===== config.mk =====
export PLATFORM = sky130hd
export DESIGN_NAME = instr_fetch_unit
export DESIGN_NICKNAME = d
export VERILOG_FILES = /design/src/rtl/instr_fetch_unit.sv
export SDC_FILE = /design/constraint.sdc
export NUM_CORES = 1
export LEC_CHECK = 0
export ABC_AREA = 1
export CORE_AREA = 2 2 132 134
export CTS_BUF_LIST = sky130_fd_sc_hd__clkbuf_16
export DETAILED_ROUTE_END_ITERATION = 6
export DIE_AREA = 0 0 134 136
export PLACE_DENSITY_LB_ADDON = 0.1
export SYNTH_ARGS = -nofsm -noshare
export SYNTH_HDL_FRONTEND = slang
export SYNTH_SLANG_ARGS = --single-unit

===== constraint.sdc =====
create_clock -name clk -period 3.7 [get_ports clk]
set_input_delay 0.555 -clock clk [delete_from_list [all_inputs] [get_ports clk]]
set_output_delay 0.555 -clock clk [all_outputs]
set_load 0.05 [all_outputs]

===== src/rtl/instr_fetch_unit.sv =====
// instr_fetch_unit: PC register plus req/ready instruction fetch with jump/branch/redirect next-PC selection.
// Optional FETCH_MISALIGN_CHECK_EN adds a one-cycle misalign pulse when a PC target had nonzero low bits.
module instr_fetch_unit #(
  parameter int IMEM_AW = 32,
  parameter logic [IMEM_AW-1:0] RESET_PC = '0
) (
  input  logic               clk,
  input  logic               rst,
  output logic               imem_req,
  output logic [IMEM_AW-1:0] imem_addr,
  input  logic               imem_ready,
  input  logic [31:0]        imem_rdata,
  output logic               instr_valid,
  output logic [31:0]        instr,
  output logic [5:0]         opcode,
  output logic [5:0]         func,
  output logic [IMEM_AW-1:0] pc_out,
  input  logic               stall,
  input  logic               jump,
  input  logic               branch,
  input  logic               zero,
  input  logic               redirect,
  input  logic [IMEM_AW-1:0] redirect_pc
`ifdef FETCH_MISALIGN_CHECK_EN
  ,
  output logic               misalign
`endif
);
  typedef enum logic [1:0] {IDLE, FETCH, HOLD} state_t;
  state_t state_q, state_d;
  logic [IMEM_AW-1:0] pc_q, pc_d, pc4, npc, tgt;
  logic [31:0] instr_q, instr_d;
  logic valid_q, valid_d, consume, load_pc;
  assign pc4 = pc_q + IMEM_AW'(4);
  assign npc = jump ? {pc4[IMEM_AW-1:28], instr_q[25:0], 2'b00}
             : (branch & zero) ? pc4 + {{(IMEM_AW-18){instr_q[15]}}, instr_q[15:0], 2'b00}
             : pc4;
  assign consume = state_q == HOLD && !stall;
  assign load_pc = redirect || consume;
  // redirect outranks the consumer's own next-PC choice in every state
  assign tgt = redirect ? redirect_pc : npc;
  always_comb begin
    state_d = state_q;
    pc_d = pc_q;
    instr_d = instr_q;
    valid_d = valid_q;
    if (load_pc) begin
      pc_d = tgt & ~IMEM_AW'(3);
      valid_d = 1'b0;
      state_d = FETCH;
    end else if (state_q == IDLE) begin
      state_d = FETCH;
    end else if (state_q == FETCH && imem_ready) begin
      instr_d = imem_rdata;
      valid_d = 1'b1;
      state_d = HOLD;
    end
  end
  always_ff @(posedge clk or posedge rst) begin
    if (rst) begin
      state_q <= IDLE;
      pc_q <= RESET_PC;
      instr_q <= '0;
      valid_q <= 1'b0;
    end else begin
      state_q <= state_d;
      pc_q <= pc_d;
      instr_q <= instr_d;
      valid_q <= valid_d;
    end
  end
`ifdef FETCH_MISALIGN_CHECK_EN
  logic mis_q;
  always_ff @(posedge clk or posedge rst) begin
    if (rst) mis_q <= 1'b0;
    else mis_q <= load_pc && |tgt[1:0];
  end
  assign misalign = mis_q;
`endif
  assign imem_req = state_q == FETCH;
  assign imem_addr = pc_q;
  assign pc_out = pc_q;
  assign instr_valid = valid_q;
  assign instr = instr_q;
  assign opcode = instr_q[31:26];
  assign func = instr_q[5:0];
endmodule


==> reports/metrics.csv, run 1 <==
metric,value,unit
Clock Power Share,18.3,%
I/O Buffers,175,
vias in the first global route,6557,
Pint,0.00238,W
Clock Skews,0.0142,ns
TritonCTS Buffers,9,
share of synthesized area spent on multiplexers,4.76,%
diode count,0,
final core utilization,51.0,%
Mapped Area,6620,µm²
Leak,4.28,nW
first-pass GRT wire length,35.0,mm
Final setup violation count,0,
largest cells by area after synthesis,"dfrtp_1 (25%), nand2_1 (21%), ha_1 (7.0%)",
post-route ant nets,0,
worst slew pin tran,0.957,ns
routed vias,6928,
crit path max fanout,6,
Power Dens Cells,565,nW/µm²
Worst-Skew Late Latency,0.35,ns
Starting Density,39.2,%
Setup crit start kind,register,
Die Y,136,µm
ratio of final minimum period to clock period,90.2,%
Residual DRC,0,
fin crit period,3.34,ns
Compound-Gate Fraction of Synth Area,8.58,%
CP arrival,3.62,ns
largest family of logic cells by synthesized area,simple AND/OR/NAND/NOR gates,
most frequent cells after synthesis,"nand2_1 (377), inv_1 (116), nor2_1 (102), nand3_1 (72), dfrtp_1 (65)",
xor and xnor fraction of the mapped netlist area,2.74,%
synth unique cells,42,
required time of the critical path,3.99,ns
deepest clock path buffer count,2,
Vias/cell,4.90,
R2R depth,19,
detailed-route wire length per cell,15.7,µm
Yosys top cell by area,dfrtp_1,
logic gate share of total power,59.7,%
max_slew headroom,36.0,%
core area,16900,µm²
Site Rows,48,
gr usage total,24.8,%
fin nets,1293,
Synth Area in Adders,7.30,%
Synth top area share,24.6,%
Fmax,300,MHz
Design Power,0.00487,W
Setup crit end kind,register,
hold path cells,2,
Max IR drop VDD,414,µV
CTS root buf,clkbuf_16,
status,finished clean,
"Area growth, synth to finish",30.1,%
I/O pin count,182,
Mapped Cells,1048,
largest net degree at the start of global routing,40,
yosys warns,0,
die width,134,µm
CTS tree,built,
die area,18200,µm²
register bit count reported by yosys,65,
layout cells sized above 1,6.99,%
"Reg clk slew, reported paths",0.06,ns
Fin Hold WS,0.484,ns
critical path class,register to register,
RSZ-0062 raised after global routing,false,
H-tree depth,3,
Sw Pwr,0.00248,W
sequential share of power,22.0,%
max-cap violations,0,
Synth Area in Simple Gates,38.1,%
Sw Ratio,51.1,%
Hold WC Path Type,register to register,
"Slew Viols, Final",0,
first-pass detailed-route iteration total,5,
global placement routability congestion,0.916,
number of synthesized flops with an enable pin,0,
most common cell in the netlist,nand2_1,
DP HPWL,17.4,mm
cts hold-fix bufs,0,
mean area per synthesized cell,6.31,µm²
initial antenna violation count,0,
DRT iter0 DRCs,402,
clk sinks,65,
"Top FF cell, synth",dfrtp_1,
Synth async-reset ratio,100,%
Fin. Hold Viols,0,
total negative slack,0,ns
grt ovf,0,
sequential fraction of the synthesis area,24.6,%
total wire length,22.1,mm
[layer usage]
metal | global-route usage, % | vias to the layer above | part of all wire (%)
li1 | - | 3548 | -
met1 | 35.2 | 3151 | 48
met2 | 37.7 | 208 | 43
met3 | 5.82 | 21 | 7.3
met4 | 6.91 | 0 | 1.6
met5 | 0 | - | 0
[power groups by stage]
stage	sequential [W]	clock (W)	combinational, W
floorplan	0.00148	0	0.00167
global placement	0.00108	0	0.00287
detailed placement	0.00108	0	0.00288
CTS	0.00107	0.000906	0.00289
global route	0.00110	0.000928	0.00317
finish	0.00107	0.000889	0.00290
[metrics by stage]
step,setup WS (ns),std cells,instance area (µm²)
floorplan,0.532,1051,6630
global placement,0.316,1396,8290
detailed placement,0.236,1396,8290
CTS,0.226,1412,8590
global route,0.0219,1413,8610
finish,0.363,1413,8610
[final cells by class]
cell class / instances / area, µm²
fillers: 1797 / 8270
multi-input cells: 799 / 4100
repair buffers: 190 / 1860
flip-flops and latches: 65 / 1630
inverters: 118 / 443
well taps: 225 / 282
clock buffers: 9 / 225
clock inverters: 7 / 68.8
[worst paths after layout]
check	end	from	slack [ns]
setup / recovery	imem_addr[27]	imem_addr[3]	0.36
hold / removal	instr_valid	instr_valid	0.48
setup reg to reg	imem_addr[27]	imem_addr[3]	0.36
hold reg to reg	instr_valid	instr_valid	0.48
max in group asynchronous	imem_addr[13]	rst	2.62
min in group asynchronous	imem_addr[4]	rst	0.59
[flip-flops by register name, summed over array words and instances, names as in the netlist]
register / count
state_q: 2
instr_valid: 1
instr: 32
imem_addr: 30
[cell usage in the layout, fill, tap and decap left out, types with 15 or more instances in the layout]
cell type	n
o21ai_0	29
nor2_1	101
clkdlybuf4s50_1	175
a21oi_1	56
buf_4	15
ha_1	36
nand3_1	72
nand2_1	377
inv_1	115
mux2_2	28
dfrtp_1	63
[kinds of logic after synthesis]
logic type	Yosys count
fa+ha+maj	38
simple gates	605
xor+xnor	19
buf+inv	187
other cells	1
compound gates	105
mux	28
flops	65
[critical path, cell delays in order, from the launching register on]
cell,delay [ns]
dfrtp_1,0.44
ha_1,0.22
nand2_1,0.09
nor2_1,0.14
nand2_2,0.11
inv_1,0.07
nand3_1,0.07
nor2_2,0.19
nand2_1,0.09
and2_1,0.18
ha_1,0.35
a21oi_2,0.26
a21oi_1,0.13
o21ai_0,0.33
nand3_1,0.12
nand2_1,0.07
nand3_1,0.16
nand2_1,0.14
nand2_1,0.05
nand2_1,0.06
[repair_timing]
item	4_1_cts	5_1_grt
gates resized for setup	0	6
buffers inserted	0	1
endpoints found under the setup margin	0	8
No activity file was read; power rests on OpenSTA's default activity.
==> inputs of run 2 (changes only) <==
--- a/config.mk
+++ b/config.mk
@@ -11,6 +11,7 @@
 export DETAILED_ROUTE_END_ITERATION = 6
 export DIE_AREA = 0 0 134 136
 export PLACE_DENSITY_LB_ADDON = 0.1
+export REMOVE_ABC_BUFFERS = 1
 export SYNTH_ARGS = -nofsm -noshare
 export SYNTH_HDL_FRONTEND = slang
 export SYNTH_SLANG_ARGS = --single-unit
==> constraint.sdc (replaced) <==
create_clock -name clk -period 3.7 [get_ports clk]
set_input_delay 0.555 -clock clk [delete_from_list [all_inputs] [get_ports clk]]
set_output_delay 0.555 -clock clk [all_outputs]
set_load 0.01 [all_outputs]
==> run 2 against run 1 <==
  * Maximum frequency shrank 0.31%
  * Register-to-register slack is essentially flat
  * Worst hold slack gained 0.012 ns
  * Wire length shrank 2.3%
  * Flip-flop and latch count is the same
  * Sequential share of layout area grew 0.085 points
  * Via count shrank 1.6%
  * Clock skew shrank 0.0027 ns
  * Combinational power shrank 23%
  * Global-route usage shrank 0.61 points
  * Largest cell class unchanged
==> reports/metrics.csv, run 2 (same netlist as run 1, synthesis figures left out) <==
metric,value,unit,change
initial antenna violation count,0,,unchanged
max_slew headroom,38.0,%,was 36.0%
die width,134,µm,unchanged
layout cells sized above 1,6.33,%,was 6.99%
total negative slack,0,ns,unchanged
critical path class,register to register,,unchanged
DRT iter0 DRCs,482,,was 402
gr usage total,24.2,%,was 24.8%
total wire length,21.6,mm,was 22.1 mm
"Reg clk slew, reported paths",0.05,ns,was 0.06 ns
Final setup violation count,0,,unchanged
clk sinks,65,,unchanged
"Area growth, synth to finish",29.4,%,was 30.1%
Hold Startpoint,instr_valid,,unchanged
DP HPWL,17.1,mm,was 17.4 mm
Fin. Hold Viols,0,,unchanged
first-pass detailed-route iteration total,5,,unchanged
detailed-route wire length per cell,15.3,µm,was 15.7 µm
largest net degree at the start of global routing,38,,was 40
final setup margin,0.353,ns,was 0.363 ns
core area,16900,µm²,unchanged
max reg flops,32,,unchanged
CTS tree,built,,unchanged
filler instances,1762,,"was 1,797"
Leak,4.27,nW,was 4.28 nW
diode count,0,,unchanged
Clock Skews,0.0115,ns,was 0.0142 ns
die area,18200,µm²,unchanged
Buffers & Inverters on Critical Path,2,,was 1
routed vias,6820,,"was 6,928"
crit path max fanout,6,,unchanged
required time of the critical path,3.93,ns,was 3.99 ns
highest-delay cell along the critical path,dfrtp_2,,was dfrtp_1
"most common cell after layout, fill and taps aside",nand2_1,,unchanged
H-tree depth,3,,unchanged
Fin Hold WS,0.496,ns,was 0.484 ns
Fmax,299,MHz,was 300 MHz
cell family contributing the most delay on the critical path,simple AND/OR/NAND/NOR gates,,unchanged
Residual DRC,0,,unchanged
Post-CTS Setup Inserts,0,,unchanged
crit-path cells,ha_1 -> nand2_1 -> nor2_1 -> nand2_2 -> inv_1 -> nand3_1 -> nor2_2 -> or2_2 -> and2_1 -> ha_1 -> nand2_1 -> nor2_1 -> inv_1 -> nor3_1 -> nand2_1 -> nand2_1 -> nand2_1 -> nand2_1 -> nand2_1 -> nand3_1 -> nand2_1 -> nand2_1 -> nand3_1,,was ha_1 -> nand2_1 -> nor2_1 -> nand2_2 -> inv_1 -> nand3_1 -> nor2_2 -> nand2_1 -> and2_1 -> ha_1 -> a21oi_2 -> a21oi_1 -> o21ai_0 -> nand3_1 -> nand2_1 -> nand3_1 -> nand2_1 -> nand2_1 -> nand2_1
fin nets,1290,,"was 1,293"
Setup crit start kind,register,,unchanged
Setup WS pre-CTS,0.291,ns,was 0.236 ns
global placement routability congestion,0.973,,was 0.916
Worst-Skew Late Latency,0.35,ns,about the same
post-route ant nets,0,,unchanged
worst slew pin tran,0.928,ns,was 0.957 ns
first-pass GRT wire length,34.2,mm,was 35.0 mm
Max IR drop VDD,299,µV,was 414 µV
Vias/cell,4.84,,was 4.90
Site Rows,48,,unchanged
Hold WC Path Type,register to register,,unchanged
fin crit period,3.35,ns,was 3.34 ns
most frequent cells in the layout,"nand2_1 (377), clkdlybuf4s50_1 (175), inv_1 (118)",,"was nand2_1 (377), clkdlybuf4s50_1 (175), inv_1 (115)"
max-cap violations,0,,unchanged
Starting Density,39.2,%,unchanged
CTS root buf,clkbuf_16,,unchanged
status,finished clean,,unchanged
TritonCTS Buffers,9,,unchanged
Power Dens Cells,482,nW/µm²,was 565 nW/µm²
reg2reg start,imem_addr[3],,unchanged
Setup crit end kind,register,,unchanged
Die Y,136,µm,unchanged
crit-path max cell delay,0.44,ns,about the same
vias in the first global route,6399,,"was 6,557"
I/O pin count,182,,unchanged
deepest clock path buffer count,2,,unchanged
"most used cell, CP",nand2_1,,unchanged
grt ovf,0,,unchanged
RSZ-0062 raised after global routing,false,,unchanged
"Slew Viols, Final",0,,unchanged
I/O Buffers,175,,unchanged
CP arrival,3.57,ns,was 3.62 ns
ratio of final minimum period to clock period,90.5,%,was 90.2%
Setup crit start,imem_addr[3],,unchanged
## run 2: final timing paths
kind	to	slack, ns	cells after the start
worst max-delay path	imem_addr[23]	0.35	23
worst min register to register	instr_valid	0.50	2
worst min-delay path	instr_valid	0.50	2
max in group asynchronous	imem_addr[3]	2.42	3
worst max register to register	imem_addr[23]	0.35	23
min in group asynchronous	instr[30]	0.53	2
## run 2: area by class of cell
type / instances / area, µm² / area share, %
well taps: 225 / 282 / 3.29
flip-flops and latches: 65 / 1630 / 19.0
clock inverters: 7 / 55.1 / 0.643
inverters: 118 / 443 / 5.17
multi-input cells: 799 / 4090 / 47.8
repair buffers: 187 / 1840 / 21.5
clock buffers: 9 / 225 / 2.63
## run 2: through the flow
stage | cell area [µm²] | total power [W] | std cells | utilization [%]
after floorplan | 6150 | 0.00235 | 982 | -
after global placement | 8280 | 0.00326 | 1394 | 49.1
after detailed placement | 8280 | 0.00328 | 1394 | 49.1
after CTS | 8560 | 0.00414 | 1410 | 50.7
after global routing | 8570 | 0.00447 | 1410 | 50.8
final | 8570 | 0.00413 | 1410 | 50.8
## run 2: metal layers
| layer | global-route usage, % | share of wire (%) | up-vias |
|---|---|---|---|
| li1 | - | - | 3537 |
| met1 | 34.3 | 49 | 3081 |
| met2 | 37.5 | 43 | 187 |
| met3 | 5.48 | 6.3 | 15 |
| met4 | 5.56 | 1.2 | 0 |
| met5 | 0 | 0 | - |
## run 2: power breakdown
| part | switching [W] | internal [W] |
|---|---|---|
| Clock | 0.000329 | 0.000509 |
| Sequential | 0.000216 | 0.000847 |
| Combinational | 0.00122 | 0.00101 |
| Total | 0.00176 | 0.00237 |
## run 2: timing repair
action | in CTS | in global routing
endpoints found under the setup margin | 0 | 7
hold endpoints to repair | 0 | 0
resized for setup | 0 | 3
hold buffers | 0 | 0
## run 2: worst reg2reg max path, delay by kind of cell (launching register included)
kind | cells | cell delay (ns)
fa+ha+maj | 2 | 0.60
buf+inv | 2 | 0.14
flops | 1 | 0.44
simple gates | 19 | 2.05
